## src/rtl/serial_subtractor_ctrl_pkg.sv

```systemverilog
// Shared state encoding and sizing helper for the bit-serial subtractor sequencer.
package serial_subtractor_ctrl_pkg;

  typedef enum logic [1:0] {
    S_IDLE  = 2'd0,
    S_SHIFT = 2'd1,
    S_DONE  = 2'd2
  } state_t;

  // One extra bit so the counter can represent WIDTH itself without wrapping.
  function automatic int cnt_w(input int width);
    return $clog2(width) + 1;
  endfunction

endpackage

```

## src/rtl/serial_subtractor_ctrl_fullsub.sv

```systemverilog
// One-bit full subtractor cell: diff = a - b - c_in, borrow out when the result goes negative.
module fullsubtractor (
  input  logic a,
  input  logic b,
  input  logic c_in,
  output logic diff,
  output logic borrow
);

  assign diff   = a ^ b ^ c_in;
  assign borrow = (~a & b) | (~a & c_in) | (b & c_in);

endmodule

```

## src/rtl/serial_subtractor_ctrl.sv

```systemverilog
// Bit-serial WIDTH-bit subtractor: feeds one full-subtractor cell LSB first, one bit per clock.
module serial_subtractor_ctrl
  import serial_subtractor_ctrl_pkg::*;
#(
  parameter int WIDTH = 8
) (
  input  logic             clk,
  input  logic             rst,
  input  logic             start,
  input  logic [WIDTH-1:0] a,
  input  logic [WIDTH-1:0] b,
  input  logic             bin,
  output logic             busy,
  output logic             done,
  output logic [WIDTH-1:0] diff,
  output logic             bout
);

  localparam int CNT_W = cnt_w(WIDTH);
  localparam logic [CNT_W-1:0] CNT_LAST = CNT_W'(WIDTH - 1);

  // Handshake: start is accepted only while idle; done pulses for one cycle
  // and diff/bout stay stable from that cycle until the next completion.

  state_t           state;
  state_t           next_state;
  logic [WIDTH-1:0] a_sr;
  logic [WIDTH-1:0] b_sr;
  logic [WIDTH-1:0] res_sr;
  logic             brw;
  logic [CNT_W-1:0] cnt;
  logic             capture;
  logic             shift_en;
  logic             finish;
  logic             cell_diff;
  logic             cell_borrow;

  fullsubtractor u_fs (
    .a      (a_sr[0]),
    .b      (b_sr[0]),
    .c_in   (brw),
    .diff   (cell_diff),
    .borrow (cell_borrow)
  );

  always_ff @(posedge clk) begin
    if (rst) begin
      state <= S_IDLE;
    end else begin
      state <= next_state;
    end
  end

  always_comb begin
    next_state = state;
    case (state)
      S_IDLE:  if (start) next_state = S_SHIFT;
      S_SHIFT: if (cnt == CNT_LAST) next_state = S_DONE;
      S_DONE:  next_state = S_IDLE;
      default: next_state = S_IDLE;
    endcase
  end

  always_comb begin
    busy     = (state != S_IDLE);
    capture  = (state == S_IDLE) && start;
    shift_en = (state == S_SHIFT);
    finish   = (state == S_DONE);
  end

  always_ff @(posedge clk) begin
    if (rst) begin
      a_sr   <= '0;
      b_sr   <= '0;
      res_sr <= '0;
      brw    <= 1'b0;
      cnt    <= '0;
      done   <= 1'b0;
      diff   <= '0;
      bout   <= 1'b0;
    end else begin
      done <= finish;
      if (capture) begin
        a_sr <= a;
        b_sr <= b;
        brw  <= bin;
        cnt  <= '0;
      end else if (shift_en) begin
        // Result fills from the MSB end so bit 0 lands in place after WIDTH shifts.
        res_sr <= {cell_diff, res_sr[WIDTH-1:1]};
        brw    <= cell_borrow;
        a_sr   <= a_sr >> 1;
        b_sr   <= b_sr >> 1;
        cnt    <= cnt + 1'b1;
      end
      if (finish) begin
        diff <= res_sr;
        bout <= brw;
      end
    end
  end

endmodule
```

## config.mk

```make
export PLATFORM = sky130hd
export DESIGN_NAME = serial_subtractor_ctrl
export DESIGN_NICKNAME = d
export VERILOG_FILES = /design/src/rtl/serial_subtractor_ctrl_pkg.sv /design/src/rtl/serial_subtractor_ctrl_fullsub.sv /design/src/rtl/serial_subtractor_ctrl.sv
export SDC_FILE = /design/constraint.sdc
export NUM_CORES = 1
export LEC_CHECK = 0
export BUFFER_PORTS_ARGS = -buffer_cell sky130_fd_sc_hd__buf_2
export CAP_MARGIN = 20
export CORE_MARGIN = 10
export CORE_UTILIZATION = 35
export CTS_CLUSTER_DIAMETER = 200
export CTS_CLUSTER_SIZE = 16
export DETAILED_ROUTE_END_ITERATION = 10
export GPL_ROUTABILITY_DRIVEN = 0
export PLACE_DENSITY = 0.6
export SLEW_MARGIN = 15
export SYNTH_ARGS = -nofsm -noshare
export SYNTH_HDL_FRONTEND = slang
export SYNTH_SLANG_ARGS = --single-unit
```

## constraint.sdc

```tcl
create_clock -name clk -period 1.4 [get_ports clk]
set_input_delay 0.28 -clock clk [delete_from_list [all_inputs] [get_ports clk]]
set_output_delay 0.28 -clock clk [all_outputs]
set_load 0.005 [all_outputs]
```

# Yosys cells after proc, flatten, opt, wreduce, memory -nomap -nowiden
# Cells that the tools add are included.
[word_totals]
output_inout_bits = 11
register_bits = 41
inputBits = 20
elab_cells = 40
[classes]
eq_ne = 5
muxes = 9
n_reduce_logical = 7
addsub = 1
bitwise_logic = 9
[ops]
columns = ["op", "n"]
rows = [
  ["$mux W8", 4],
  ["$add A4 B1 Y4 const B", 1],
  ["$eq A4 B3 Y1 const B", 1],
  ["$mux W2", 2],
  ["$pmux W2 S2", 1],
  ["$reduce_and A2 Y1", 2],
  ["$reduce_bool A2 Y1", 2],
  ["$and A1 B1 Y1", 3],
  ["$eq A2 B1 Y1 const B", 1],
  ["$eq A2 B2 Y1 const B", 1],
  ["$logic_not A2 Y1", 1],
  ["$mux W1", 2],
  ["$ne A2 B1 Y1 const B", 1],
  ["$ne A2 B2 Y1 const B", 1],
  ["$not A1 Y1", 2],
  ["$or A1 B1 Y1", 2],
  ["$reduce_or A2 Y1", 1],
  ["$xor A1 B1 Y1", 2],
  ["$logic_and A1 B1 Y1", 1],
]

# Longest topological paths before layout
[depth]
ltp_word = 6
ltp_mapped = 5
ltp_nobuf = 5

# By module
# Synthesis repeated with hierarchy kept, for this count alone.
[unflattened]
hier_cells = 206
area_unflattened_um2 = 1706.6
[modules_own_cells]
columns = ["mod", "n_inst", "area_each_um2", "cells_each", "seq_area_each_um2"]
rows = [
  ["serial_subtractor_ctrl", 1, 1679.1, 203, 820.8],
  ["fullsubtractor", 1, 27.5, 3, 0.0],
]

# Worst setup path after synthesis
# No wires, ideal clock.
[synth_timing]
kind = "register to register"
start = "register state[0]"
end = "register a_sr[4]"
arrival_ns = 1.152
synth_period_minus_slack_ns = 1.288
slack_ns = 0.112
required_time_ns = 1.264
stages_incl_launch_ff = 6
n_path_buf = 2
setup_time_ns = 0.136
cell_sequence = "dfxtp_1 or3b_1 buf_2 buf_4 nor2_1 a211oi_2"
[synth_between]
elab_chain_cells = 3
word_cells_on_any_way = 5
cone_classes = "1 x eq/ne; 1 x mux; 3 x reduce/logical"
[synth_rtl]
columns = ["element", "line", "rtl"]
rows = [
  ["from (decl)", "serial_subtractor_ctrl.sv:25", "state_t state;"],
  ["from (signal assigned)", "serial_subtractor_ctrl.sv:50", "state <= next_state;"],
  ["$logic_not A2 Y1", "serial_subtractor_ctrl.sv:66", "capture = (state == S_IDLE) && start;"],
  ["$logic_and A1 B1 Y1", "serial_subtractor_ctrl.sv:66", ""],
  ["$mux W8 or $reduce_bool A2 Y1 (tied branches)", "--", ""],
  ["to (signal assigned)", "serial_subtractor_ctrl.sv:92", "a_sr <= a_sr >> 1;"],
  ["to (decl)", "serial_subtractor_ctrl.sv:27", "logic [WIDTH-1:0] a_sr;"],
]
# Parallel ways exist; a longest one is shown, timed or not.
# A chain may end at the register's enable or synchronous reset.

# Worst setup path in the final report
[layout_timing]
start = "register state[1]"
end = "register a_sr[5]"
# The elaborated chain is that of the path after synthesis.

==> results.json <==
{
  "min_period_over_period_pct": 97.1,
  "routed.top_layer": "met4",
  "clock_path_buffers": 2,
  "clockRootBuffer": "clkbuf_8",
  "yosysTopAreaCell": "dfxtp_1",
  "worstHoldStart": "a[7]",
  "met2WireLength_um": 1580,
  "ir_drop_mv": 0.540,
  "whs_path_depth": 3,
  "crit_chain": "buf_4, or3b_1, buf_6, nor2_1, a211oi_2",
  "max_freq_mhz": 735,
  "fp.dieH_um": 90.0,
  "wirelength_um": 3700,
  "rows": 25,
  "period_needed_ns": 1.36,
  "viasPerCell": 4.69,
  "syn_inst": 204,
  "crit_path_end_kind": "flip-flop",
  "initial_utilization_pct": 36.3,
  "clkTransAtPathRegs_ns": 0.07,
  "routedWlPerCell_um": 12.1,
  "io_pins": 31,
  "hold_path.class": "input port to flip-flop",
  "tightest_slew_ns": 0.295,
  "ys_seq_area_share_pct": 47.9,
  "fillerInstances": 484,
  "cts_tree": "yes",
  "synthXorXnorAreaFrac_pct": 1.02,
  "drive_gt1_share_pct": 27.5,
  "relSlewSlack_pct": 80.3,
  "dr.first_iter.drc_count": 46,
  "synth_top_area_share_pct": 47.9,
  "fin_skew_ns": 0.00653,
  "powerDensity_nw_per_um2": 1090,
  "cts_buffers": 5,
  "holdBufCountCts": 0,
  "grt_overflow": 0,
  "dpl.cell_count": 298,
  "p_total_mw": 2.31,
  "wl_met3_um": 222,
  "worstPathArrival_ns": 1.54,
  "slowest_delay_ns": 0.38,
  "layoutNonFillerInstCount": 307,
  "grt_setup_unrepaired": "true",
  "fin_setup_tns_ns": 0,
  "hpwl_um": 2600,
  "die_w_um": 90.0,
  "synthSimpleGateAreaFrac_pct": 25.0,
  "worstSetupPathType": "flip-flop to flip-flop",
  "clk_latency_ns": 0.29,
  "hold_path_end": "a_sr[7]",
  "run_status": "complete, no violations",
  "synth-seq-cells": 41,
  "hold_viol_final": 0,
  "ys_warn_count": 0,
  "synth_top_family_by_area": "simple AND/OR/NAND/NOR gates",
  "cts.htree.levels": 2,
  "synthAdderAreaFrac_pct": 1.90,
  "grt_pass1_wl_um": 6430,
  "synth_compound_area_share_pct": 17.8,
  "critPathTopFamily": "simple AND/OR/NAND/NOR gates",
  "worstRegToRegCells": 5,
  "setup_viol": 0,
  "drc": 0,
  "antenna_left": 0,
  "antennaDiodeCount": 0,
  "cp.required_ns": 1.58,
  "portBuffers": 30,
  "grt_pass1_vias": 1443,
  "drt-met1-wl_um": 1860,
  "drv_slew": 0,
  "coreArea_um2": 4720,
  "p_leak_nw": 0.815,
  "path_max_fanout": 14,
  "routed-via-count": 1439,
  "r2r-start": "state[1]",
  "area_delta_synth_final_pct": 23.6,
  "r2r-end": "a_sr[5]",
  "drtPass1Iterations": 4,
  "cts.sinks": 41,
  "worst_path_max_delay_cell": "or3b_1",
  "grt_usage_pct": 9.25,
  "die-area_um2": 8100,
  "ys_top_cells_by_area": "dfxtp_1 48%, nand2_1 10%, a21oi_1 9.9%, a211oi_1 4.8%, nor2_1 3.9%",
  "reg2reg_slack_ns": 0.04,
  "syn-num-nets": 226,
  "nets": 261,
  "synth_cell_types": 32,
  "synth.avg_cell_area_um2": 8.40,
  "synth.area.mux_share_pct": 0.584,
  "cap_viol_max_count": 0,
  "crit_buf_inv": 2,
  "holdWs_ns": 0.223,
  "antenna_found_initial": 0,
  "grt_max_degree": 20,
  "critPathLaunchType": "flip-flop",
  "synth_area_um2": 1710
}
metal layers:
| layer | vias up | GRT usage [%] |
|---|---|---|
| li1 | 753 | - |
| met1 | 642 | 11.3 |
| met2 | 38 | 14.4 |
| met3 | 6 | 3.57 |
| met4 | 0 | 3.18 |
| met5 | - | 0 |
worst max path at each step:
stage	start	depth (start not counted)	slack, ns	to
floorplan	state[0]	5	0.11	a_sr[4]
finish	state[1]	5	0.04	a_sr[5]
global placement	state[0]	4	0.1	b_sr[4]
global route	state[1]	5	-0.0006	b_sr[2]
CTS	state[1]	5	0.01	a_sr[6]
detailed placement	state[0]	4	0.04	b_sr[4]
synth_stat cells:
| master | number |
|---|---|
| a211oi_1 | 11 |
| a211oi_2 | 3 |
| a21oi_1 | 34 |
| and2b_1 | 1 |
| buf_1 | 1 |
| buf_2 | 4 |
| buf_4 | 3 |
| buf_6 | 2 |
| clkbuf_1 | 6 |
| clkbuf_2 | 1 |
| dfxtp_1 | 41 |
| fa_1 | 1 |
| ha_1 | 1 |
| inv_1 | 1 |
| mux2i_1 | 1 |
| nand2_1 | 46 |
| nand2b_1 | 4 |
| nand2b_4 | 1 |
| nand3_1 | 3 |
| nand3b_1 | 2 |
| nor2_1 | 18 |
| nor2b_1 | 1 |
| nor3_1 | 6 |
| nor3b_4 | 1 |
| nor4b_1 | 1 |
| o21ai_0 | 1 |
| o21ba_2 | 1 |
| or2_2 | 1 |
| or3_1 | 1 |
| or3b_1 | 4 |
| xnor2_1 | 1 |
| xor2_1 | 1 |
power breakdown:
group / total, mW / switching [mW] / internal, mW
sequential: 1.26 / 0.0383 / 1.22
clock: 0.749 / 0.406 / 0.344
combinational: 0.308 / 0.155 / 0.153
layout by cell type (no fill, tap or decap), types with 2 or more instances in the layout:
cell type,instances
a211oi_1,11
a211oi_2,3
a21oi_1,34
buf_12,3
buf_2,29
buf_4,11
buf_6,2
clkbuf_8,5
clkinv_2,2
dfxtp_1,39
nand2_1,46
nand2b_1,4
nand3_1,3
nand3b_1,2
nor2_1,15
nor2_2,2
nor3_1,6
or3b_1,4
sequential cells by signal (all words and copies together), names as in the netlist:
signal	cells
done	1
b_sr	8
state	2
brw	1
diff	8
res_sr	8
a_sr	8
bout	1
cnt	4
stage by stage:
stage	setup slack, ns	instance area (um2)	utilization (%)
after floorplan	0.112	1710	-
after global placement	0.0956	1990	42.2
after detailed placement	0.0450	1990	42.2
after CTS	0.0125	2090	44.3
after global routing	-0.000621	2120	44.9
final	0.0403	2120	44.9
cell families after synthesis:
| group | Yosys count |
|---|---|
| AND/OR/NAND/NOR | 90 |
| XOR/XNOR | 2 |
| adder cells (fa/ha/maj) | 2 |
| buffers and inverters | 18 |
| flip-flops | 41 |
| AO/OA/AOI/OAI | 50 |
| multiplexers | 1 |
tightest hold or removal path, cell delays in order:
cell and delay [ns]:
buf_2 0.09, nand2_1 0.05, a21oi_1 0.05
layout make-up:
class,instances,area (um2),share of cell area [%]
Sequential cell,41,826,39.0
Inverter,1,3.75,0.177
Tap cell,67,83.8,3.96
Clock buffer,5,68.8,3.25
Timing Repair Buffer,45,310,14.6
Multi-Input combinational cell,145,810,38.2
Clock inverter,3,17.5,0.826
timing repair:
action | 4_1_cts | 5_1_grt
endpoints found under the setup margin | 2 | 9
setup buffers | 1 | 1
gates resized for setup | 5 | 6
pin swaps | 0 | 1
Power figures use the tool's default switching activity.
